===== src/rtl/instruction_fetch_controller.sv =====
`default_nettype none
// +--------------------------------------------------------------------------+
// | instruction_fetch_controller: PC owner, imem sequencer and fetch queue    |
// | Revision: 1.0                                                             |
// +--------------------------------------------------------------------------+
module instruction_fetch_controller #(
  parameter int          SIZE_EXP2    = 10,
  parameter logic [31:0] RESET_VECTOR = 32'h0000_0000,
  parameter int          QUEUE_DEPTH  = 2,
  parameter logic [31:0] HALT_WORD    = 32'h0000_000C
) (
  input  logic                 system_clock,
  input  logic                 reset,
  output logic [SIZE_EXP2-1:0] imem_address,
  input  logic [31:0]          imem_data,
  input  logic                 redirect_valid,
  input  logic [31:0]          redirect_pc,
  input  logic                 id_ready,
  output logic                 if_valid,
  output logic [31:0]          if_instruction,
  output logic [31:0]          if_pc,
  output logic                 halted,
  output logic [31:0]          fetch_count
);

  localparam int              PTR_W    = (QUEUE_DEPTH > 1) ? $clog2(QUEUE_DEPTH) : 1;
  localparam int              CNT_W    = $clog2(QUEUE_DEPTH + 1);
  localparam logic [PTR_W-1:0] PTR_LAST = PTR_W'(QUEUE_DEPTH - 1);
  localparam logic [CNT_W-1:0] CNT_FULL = CNT_W'(QUEUE_DEPTH);

  typedef enum logic [0:0] {
    ST_FETCH  = 1'b0,
    ST_HALTED = 1'b1
  } state_e;

  state_e           state_q, state_d;
  logic [31:0]      pc_q, pc_d;
  logic [PTR_W-1:0] head_q, head_d;
  logic [PTR_W-1:0] tail_q, tail_d;
  logic [CNT_W-1:0] count_q, count_d;
  logic [31:0]      fetch_count_q, fetch_count_d;

  logic [31:0] instr_q [QUEUE_DEPTH];
  logic [31:0] qpc_q   [QUEUE_DEPTH];

  logic w_pop;
  logic w_fetch;

  assign if_valid       = (count_q != '0);
  assign if_instruction = if_valid ? instr_q[head_q] : 32'h0;
  assign if_pc          = if_valid ? qpc_q[head_q] : 32'h0;
  assign halted         = (state_q == ST_HALTED);
  assign fetch_count    = fetch_count_q;
  assign imem_address   = pc_q[SIZE_EXP2+1:2];

  // A redirect kills both the pop and the fetch of its cycle.
  assign w_pop   = if_valid & id_ready & ~redirect_valid;
  assign w_fetch = (state_q == ST_FETCH) & ~redirect_valid &
                   ((count_q < CNT_FULL) | (if_valid & id_ready));

  always_comb begin
    state_d       = state_q;
    pc_d          = pc_q;
    head_d        = head_q;
    tail_d        = tail_q;
    count_d       = count_q;
    fetch_count_d = fetch_count_q;

    if (redirect_valid) begin
      head_d  = '0;
      tail_d  = '0;
      count_d = '0;
      pc_d    = redirect_pc & 32'hFFFF_FFFC;
      state_d = ST_FETCH;
    end else begin
      if (w_pop) begin
        head_d = (head_q == PTR_LAST) ? '0 : head_q + PTR_W'(1);
      end
      if (w_fetch) begin
        tail_d        = (tail_q == PTR_LAST) ? '0 : tail_q + PTR_W'(1);
        fetch_count_d = fetch_count_q + 32'd1;
        // The halt word is still handed to ID; only the PC stops advancing.
        if (imem_data == HALT_WORD) begin
          state_d = ST_HALTED;
        end else begin
          pc_d = pc_q + 32'd4;
        end
      end
      if (w_fetch && !w_pop) begin
        count_d = count_q + CNT_W'(1);
      end else if (w_pop && !w_fetch) begin
        count_d = count_q - CNT_W'(1);
      end
    end
  end

  always_ff @(posedge system_clock or posedge reset) begin
    if (reset) begin
      state_q       <= ST_FETCH;
      pc_q          <= RESET_VECTOR;
      head_q        <= '0;
      tail_q        <= '0;
      count_q       <= '0;
      fetch_count_q <= 32'h0;
    end else begin
      state_q       <= state_d;
      pc_q          <= pc_d;
      head_q        <= head_d;
      tail_q        <= tail_d;
      count_q       <= count_d;
      fetch_count_q <= fetch_count_d;
    end
  end

  // Payload storage needs no reset: entries are only visible while counted.
  always_ff @(posedge system_clock) begin
    if (w_fetch) begin
      instr_q[tail_q] <= imem_data;
      qpc_q[tail_q]   <= pc_q;
    end
  end

endmodule
`default_nettype wire


===== config.mk =====
export PLATFORM = sky130hd
export DESIGN_NAME = instruction_fetch_controller
export DESIGN_NICKNAME = d
export VERILOG_FILES = /design/src/rtl/instruction_fetch_controller.sv
export SDC_FILE = /design/constraint.sdc
export NUM_CORES = 1
export LEC_CHECK = 0
export ABC_AREA = 1
export CAP_MARGIN = 20
export CORE_MARGIN = 2
export CORE_UTILIZATION = 47
export CTS_CLUSTER_DIAMETER = 120
export DETAILED_ROUTE_END_ITERATION = 16
export MAX_ROUTING_LAYER = met4
export PLACE_DENSITY = 0.76
export SKIP_LAST_GASP = 1
export SLEW_MARGIN = 20
export SYNTH_ARGS = -nofsm -noshare
export SYNTH_HDL_FRONTEND = slang
export SYNTH_SLANG_ARGS = --single-unit

===== constraint.sdc =====
create_clock -name system_clock -period 4.3 [get_ports system_clock]
set_input_delay 1.075 -clock system_clock [delete_from_list [all_inputs] [get_ports system_clock]]
set_output_delay 1.075 -clock system_clock [all_outputs]
set_load 0.02 [all_outputs]

* Word level (Yosys, flattened, before mapping)
Memories as Yosys holds them, arrays and structs flattened.
Cells that the tools add are included.
** Storage, ports and cells
- Register bits :: 69
- Word-level logic and storage cells :: 55
- Input bits :: 68
- Output and inout port bits :: 108
- Bits in writable memories :: 128
- Memories kept :: 2
** Memory list
- instr_q :: depth 2, bits a word 32, read ports 1, clocked after Yosys merged registers in 0, wr ports 1, RTL line 43 : logic [31:0] instr_q [QUEUE_DEPTH];
- qpc_q :: depth 2, bits a word 32, read ports 1, clocked after Yosys merged registers in 0, wr ports 1, RTL line 44 : logic [31:0] qpc_q [QUEUE_DEPTH];
** Operators by class
- Mux-type cells :: 19
- Equal/unequal tests :: 2
- Reductions and logical operators :: 12
- $lt $le $gt $ge :: 1
- Bitwise gates (word level) :: 7
- Add/subtract/negate cells :: 6
** Operator list (number)
- 32-bit two-way mux :: 5
- 32-bit by 1-bit adder with 32-bit output, second input constant :: 1
- 32-bit by 3-bit adder with 32-bit output, second input constant :: 1
- 32-bit by 4-bit equality test with 1-bit output, second input constant :: 1
- 1-bit two-way mux :: 11
- 2-bit nonzero test :: 4
- 2-bit two-way mux :: 3
- 2-bit AND reduction :: 3
- 1-bit AND :: 4
- 3-bit nonzero test :: 1
- 1-bit adder, second input constant :: 2
- 2-bit by 1-bit adder with 2-bit output, second input constant :: 1
- 1-bit logical AND :: 2
- 1-bit zero test :: 2
- 2-bit less-than comparator, second input constant :: 1
- 2-bit inequality test, second input constant :: 1
- 1-bit NOT :: 2
- 2-bit by 1-bit subtractor with 2-bit output, second input constant :: 1
- 1-bit bitwise OR :: 1

* Logic depth before layout (Yosys ltp)
Gate-level depths: netlist of run 1.
- Depth in word-level cells :: 9
- Depth in mapped cells :: 11
- Depth with buffers taken out :: 11

* Worst setup path after synthesis of run 1
Ideal clock, no wire load.
- Path kind :: input port to flip-flop
- Start :: input redirect_valid
- End :: memory instr_q[0][0] (enable)
- Slack :: -473 ps
- Data arrival time :: 4291 ps
- Stages :: 5
- Library setup time :: 482 ps
- Buffers on the path :: 2
- Cells stage by stage :: buf_6 inv_6 nand3_2 clkbuf_1 nor2_1
** On the way
- Longest elaborated chain between the ends :: 5
** RTL lines
- start: declaration :: RTL line 16 : input logic redirect_valid,
- 1-bit NOT (no line)
- 1-bit AND (2 in series) :: RTL line 58 : assign w_fetch = (state_q == ST_FETCH) & ~redirect_valid &
- 1-bit two-way mux :: RTL line 117 : if (w_fetch) begin
- 1-bit two-way mux (implied by the code) :: RTL line 118 : instr_q[tail_q] <= imem_data;
- end: declaration :: RTL line 43
Every way passes these cells.

* Final worst setup path of run 1
- Start :: register head_q
- End :: output if_pc[4]
** On the way
- Longest elaborated chain between the ends :: 2
** RTL lines
- start: declaration :: RTL line 38 : logic [PTR_W-1:0] head_q, head_d;
- start signal: assignment :: RTL line 101 : head_q <= '0;
- start signal: assignment :: RTL line 108 : head_q <= head_d;
- memory 2 x 32 bit
- 32-bit two-way mux :: RTL line 51 : assign if_pc = if_valid ? qpc_q[head_q] : 32'h0;
- end: declaration :: RTL line 21 : output logic [31:0] if_pc,
Every way passes these cells.

==> impl_metrics.json, run 1 <==
{
  "reg2reg_depth": 7,
  "finClkSkew_ns": 0.00873,
  "synthTopCellsByArea": "edfxtp_1, dfrtp_1, nand2_1, nand3_1, nor2_1",
  "syn-mean-instance-area_um2": 8.57,
  "endpoint_kind": "primary output",
  "die_y_um": 146,
  "syn_inst": 1105,
  "p_leak_uw": 0.00487,
  "final_cell_mix": "nand2_1, clkdlybuf4s50_1, edfxtp_1",
  "worstPathRequired_ns": 3.22,
  "cts_buffer_depth": 2,
  "worst_slew_pin_slew_ns": 0.797,
  "vias": 7825,
  "post_cts_resized": 0,
  "core_area_mm2": 0.0196,
  "drv_slew": 0,
  "hold_viol": 0,
  "clockRootBuffer": "clkbuf_16",
  "remaining_drc_errors": 0,
  "port_buffers": 171,
  "arrival_ns": 2.52,
  "drive_above_1_share_pct": 5.34,
  "slew_headroom_pct": 46.8,
  "fin_total_pwr_uw": 5610,
  "ys_types": 35,
  "antenna_found_initial": 0,
  "outcome": "finished, final reports clean",
  "post-dp-hpwl_mm": 16.6,
  "fin_nets": 1330,
  "grt_max_degree": 63,
  "cts_buffers": 17,
  "dieArea_mm2": 0.0213,
  "fillers": 1651,
  "hold_depth": 2,
  "hp-class": "reg2reg",
  "syn_to_final_growth_pct": 26.5,
  "top_usage_layer": "met2",
  "grt_use_met1_pct": 30.7,
  "multi_input_area_mm2": 0.00350,
  "cts_tree": "built",
  "ys_seq_area_share_pct": 57.0,
  "grt_pass1_vias": 7523,
  "synth-seq-cells": 191,
  "synth_area_leader_cell": "edfxtp_1",
  "postSynth.asyncResetShare_pct": 35.1,
  "insertedDiodeCount": 0,
  "clkTransAtPathRegs_ns": 0.07,
  "wire_per_inst_um": 15.4,
  "fin_tns_setup_ns": 0,
  "fmax_mhz": 278,
  "final-setup-viol-count": 0,
  "post-route-period-util_pct": 83.7,
  "ir_drop_mv": 0.390,
  "wirelength_mm": 23.7,
  "syn_area_mm2": 0.00947,
  "p_per_area_mw_per_mm2": 469,
  "cts_sinks": 191,
  "final_common_cell": "nand2_1",
  "synth_top_area_share_pct": 39.3,
  "synth_warnings": 0,
  "finalCriticalPeriod_ns": 3.60,
  "synth_edf_count": 124,
  "crit_type": "reg2out",
  "rsz0062_at_grt": "no",
  "die_x_um": 146,
  "clkLatencyLatePin_ns": 0.43,
  "rows": 51,
  "register_area_mm2": 0.00540,
  "ioPinCount": 176,
  "dr.pass1.iters": 5,
  "holdWs_ns": 0.548,
  "met3_usage_pct": 4.01,
  "ant_nets": 0,
  "cts_setup_buffers": 0,
  "start_util_pct": 48.3,
  "critPathMaxFanout": 25,
  "hold_buffers": 0,
  "cp-start-kind": "flop",
  "drt_iter0_drc": 588,
  "place_congestion": 0.922,
  "use_met2_pct": 38.3,
  "via_per_inst": 5.09,
  "maxCapViolCount": 0,
  "grt_usage_pct": 23.7,
  "grt_overflow_total": 0,
  "grt_pass1_wl_mm": 39.2,
  "synth_ff_type": "edfxtp_1",
  "cts_max_level": 4
}
[path summary, 6_finish.rpt]
kind                            slack (ns)         endpoint            start
worst max-delay path                  0.70         if_pc[4]           head_q
worst min-delay path                  0.55  fetch_count[31]  fetch_count[31]
worst max register to register        2.00          pc_q[2]           halted
worst min register to register        0.55  fetch_count[31]  fetch_count[31]
max in group asynchronous             2.44           tail_q            reset
min in group asynchronous             1.10  fetch_count[25]            reset
[Yosys cell counts (4+ instances only)]
master / count
a21oi_1: 66
buf_2: 5
buf_4: 14
clkbuf_1: 23
dfrtp_1: 67
edfxtp_1: 124
inv_1: 84
inv_2: 6
nand2_1: 414
nand3_1: 81
nand3b_1: 16
nand4_1: 11
nor2_1: 108
nor3_1: 10
o21ai_0: 4
o21ai_1: 13
or2_2: 4
xnor2_1: 7
xor2_1: 17
[area by class of cell]
| class | count | area share (%) |
|---|---|---|
| clock buffer | 18 | 3.58 |
| tap | 265 | 2.77 |
| inverter | 91 | 2.90 |
| clock inverter | 14 | 1.12 |
| multi-input combinational | 778 | 29.3 |
| timing repair buffer | 181 | 15.2 |
| sequential | 191 | 45.1 |
[per-layer routing]
| layer | up-vias | part of all wire (%) |
|---|---|---|
| li1 | 3880 | - |
| met4 | 0 | 2.0 |
| met2 | 256 | 49 |
| met5 | - | 0 |
| met1 | 3650 | 43 |
| met3 | 39 | 5.9 |
[critical path, stage by stage, from the launching register on]
cell and delay (ns):
dfrtp_2 0.41, inv_2 0.40, buf_4 0.38, nand2_1 0.08
a21oi_1 0.18, clkdlybuf4s50_1 0.65
[state kept, by name, summed over array words and instances (netlist names)]
register	cells
tail_q	1
halted	1
instr_q	64
qpc_q	60
count_q	2
fetch_count	32
pc_q	30
head_q	1
[power by group]
part	internal (µW)	switching (µW)	total [µW]
sequential	2250	209	2460
combinational	663	983	1650
clock	808	704	1510
[kinds of logic after synthesis]
| group | Yosys count | synth area share (%) |
|---|---|---|
| DFF | 191 | 57.0 |
| xor gates and xnor gates | 24 | 2.22 |
| AOI/OAI and AO/OA | 88 | 4.84 |
| buffers and inverters | 137 | 6.19 |
| adders and majority gates | 2 | 0.264 |
| other | 1 | 0.0396 |
| and+or+nand+nor | 662 | 29.4 |
[through the flow]
step | setup WS, ns | cell area, µm² | utilization, % | std cells
5_1_grt | 0.532 | 12000 | 61.1 | 1538
3_3_place_gp | 0.576 | 11400 | 58.2 | 1506
4_1_cts | 0.660 | 12000 | 61.1 | 1538
3_5_place_dp | 0.582 | 11400 | 58.2 | 1506
6_report | 0.700 | 12000 | 61.1 | 1538
2_1_floorplan | 0.554 | 9480 | - | 1106
(Power assumes the default switching activity.)
==> run 2, diff against run 1 <==
- PLACE_DENSITY: 0.76 -> 0.73
- clock period: 4.3 -> 3.36 ns (I/O delays scaled with it)
==> impl_metrics.json, run 2 (synthesis results as in run 1) <==
{
  "post-route-period-util_pct": 93.3,
  "hold_viol": 0,
  "syn_to_final_growth_pct": 27.0,
  "power.switching_uw": 2410,
  "clockRootBuffer": "clkbuf_16",
  "ir_drop_mv": 0.369,
  "final_common_cell": "nand2_1",
  "antenna_found_initial": 0,
  "grt_pass1_vias": 7329,
  "top_register": "instr_q",
  "p_per_area_mw_per_mm2": 598,
  "pre_cts_ws_ns": 0.226,
  "hp-class": "reg2reg",
  "clkPwrFrac_pct": 26.4,
  "cts_buffer_depth": 2,
  "endpoint_kind": "primary output",
  "die_y_um": 146,
  "die_x_um": 146,
  "fin_area_mm2": 0.0120,
  "cts_sinks": 191,
  "wirelength_mm": 23.5,
  "post-dp-hpwl_mm": 16.5,
  "cts_max_level": 4,
  "dr.pass1.iters": 7,
  "fin_tns_setup_ns": 0,
  "critPathMaxFanout": 55,
  "rsz0062_at_grt": "no",
  "crit_chain": "inv_2 > buf_12 > nand2_1 > a21oi_1 > clkdlybuf4s50_1",
  "port_buffers": 171,
  "finClkSkew_ns": 0.0122,
  "start_util_pct": 48.3,
  "drive_above_1_share_pct": 5.49,
  "worstPathRequired_ns": 2.52,
  "cellInternalPower_uw": 4770,
  "slew_headroom_pct": 44.8,
  "grt_usage_pct": 23.1,
  "cts_setup_buffers": 0,
  "fillers": 1697,
  "cts_tree": "built",
  "fmax_mhz": 319,
  "post_cts_resized": 0,
  "via_per_inst": 5.12,
  "max_stage_delay_ns": 0.65,
  "vias": 7875,
  "cp-start-kind": "flop",
  "cts_buffers": 17,
  "fin_nets": 1333,
  "arrival_ns": 2.30,
  "fin_total_pwr_uw": 7190,
  "drt_iter0_drc": 572,
  "critPathSlowestCell": "clkdlybuf4s50_1",
  "worst_slew_pin_slew_ns": 0.824,
  "clkTransAtPathRegs_ns": 0.06,
  "clkLatencyLatePin_ns": 0.44,
  "place_congestion": 0.917,
  "grt_overflow_total": 0,
  "wire_per_inst_um": 15.3,
  "insertedDiodeCount": 0,
  "p_seq_share_pct": 43.6,
  "final-setup-viol-count": 0,
  "ioPinCount": 176,
  "grt_max_degree": 63,
  "crit_type": "reg2out",
  "outcome": "finished, final reports clean",
  "largest_reg_flops": 64,
  "ant_nets": 0,
  "drv_slew": 0,
  "post_dp_cell_area_mm2": 0.0115,
  "sw_frac_of_total_pct": 33.6,
  "core_area_mm2": 0.0196,
  "maxCapViolCount": 0,
  "p_leak_uw": 0.00489,
  "finalCriticalPeriod_ns": 3.14,
  "grt_pass1_wl_mm": 38.0,
  "remaining_drc_errors": 0,
  "holdWs_ns": 0.515,
  "dieArea_mm2": 0.0213,
  "rows": 51,
  "finalWorstSetupSlack_ns": 0.225,
  "final_cell_mix": "nand2_1, clkdlybuf4s50_1, edfxtp_1",
  "hold_buffers": 0,
  "combinationalPowerShare_pct": 30.0
}
-- run 2: worst paths after layout --
check / from / to / slack, ns / cells after the start
setup / recovery: head_q / if_instruction[8] / 0.22 / 5
hold / removal: fetch_count[3] / fetch_count[3] / 0.52 / 1
setup reg to reg: halted / pc_q[10] / 1.17 / 7
hold reg to reg: fetch_count[3] / fetch_count[3] / 0.52 / 1
max in group asynchronous: reset / fetch_count[7] / 2.04 / 3
min in group asynchronous: reset / pc_q[3] / 0.56 / 2
-- run 2: power groups by stage --
| stage | Combinational [µW] | Clock (µW) | Sequential [µW] |
|---|---|---|---|
| global route | 2340 | 2020 | 3170 |
| finish | 2150 | 1900 | 3130 |
| detailed placement | 2160 | 0 | 3180 |
| floorplan | 1190 | 0 | 3140 |
| CTS | 2170 | 1930 | 3130 |
| global placement | 2130 | 0 | 3160 |
-- run 2: per-layer routing --
layer	up-vias	routed length, µm	global-route usage [%]
li1	3894	-	-
met1	3702	10500	31.4
met2	253	11200	36.3
met3	26	1480	3.67
met4	0	387	6.23
met5	-	0	-
-- run 2: layout make-up --
cell class	count	area (µm²)	share of cell area, %
clock buffer	19	433	3.60
tap	265	332	2.76
sequential	191	5400	44.9
timing repair buffer	184	1900	15.8
clock inverter	11	108	0.895
multi-input combinational	778	3500	29.2
inverter	91	347	2.88
-- run 2: metrics by stage --
stage,cells,util [%]
5_1_grt,1539,61.4
6_report,1539,61.4
3_3_place_gp,1509,58.6
4_1_cts,1539,61.4
2_1_floorplan,1106,-
3_5_place_dp,1509,58.6
-- run 2: worst max-delay path: cells and delay by family (launching register included) --
family,cells,cell delay (ns)
buf+inv,3,1.10
flops,1,0.43
compound gates,1,0.21
simple gates,1,0.08
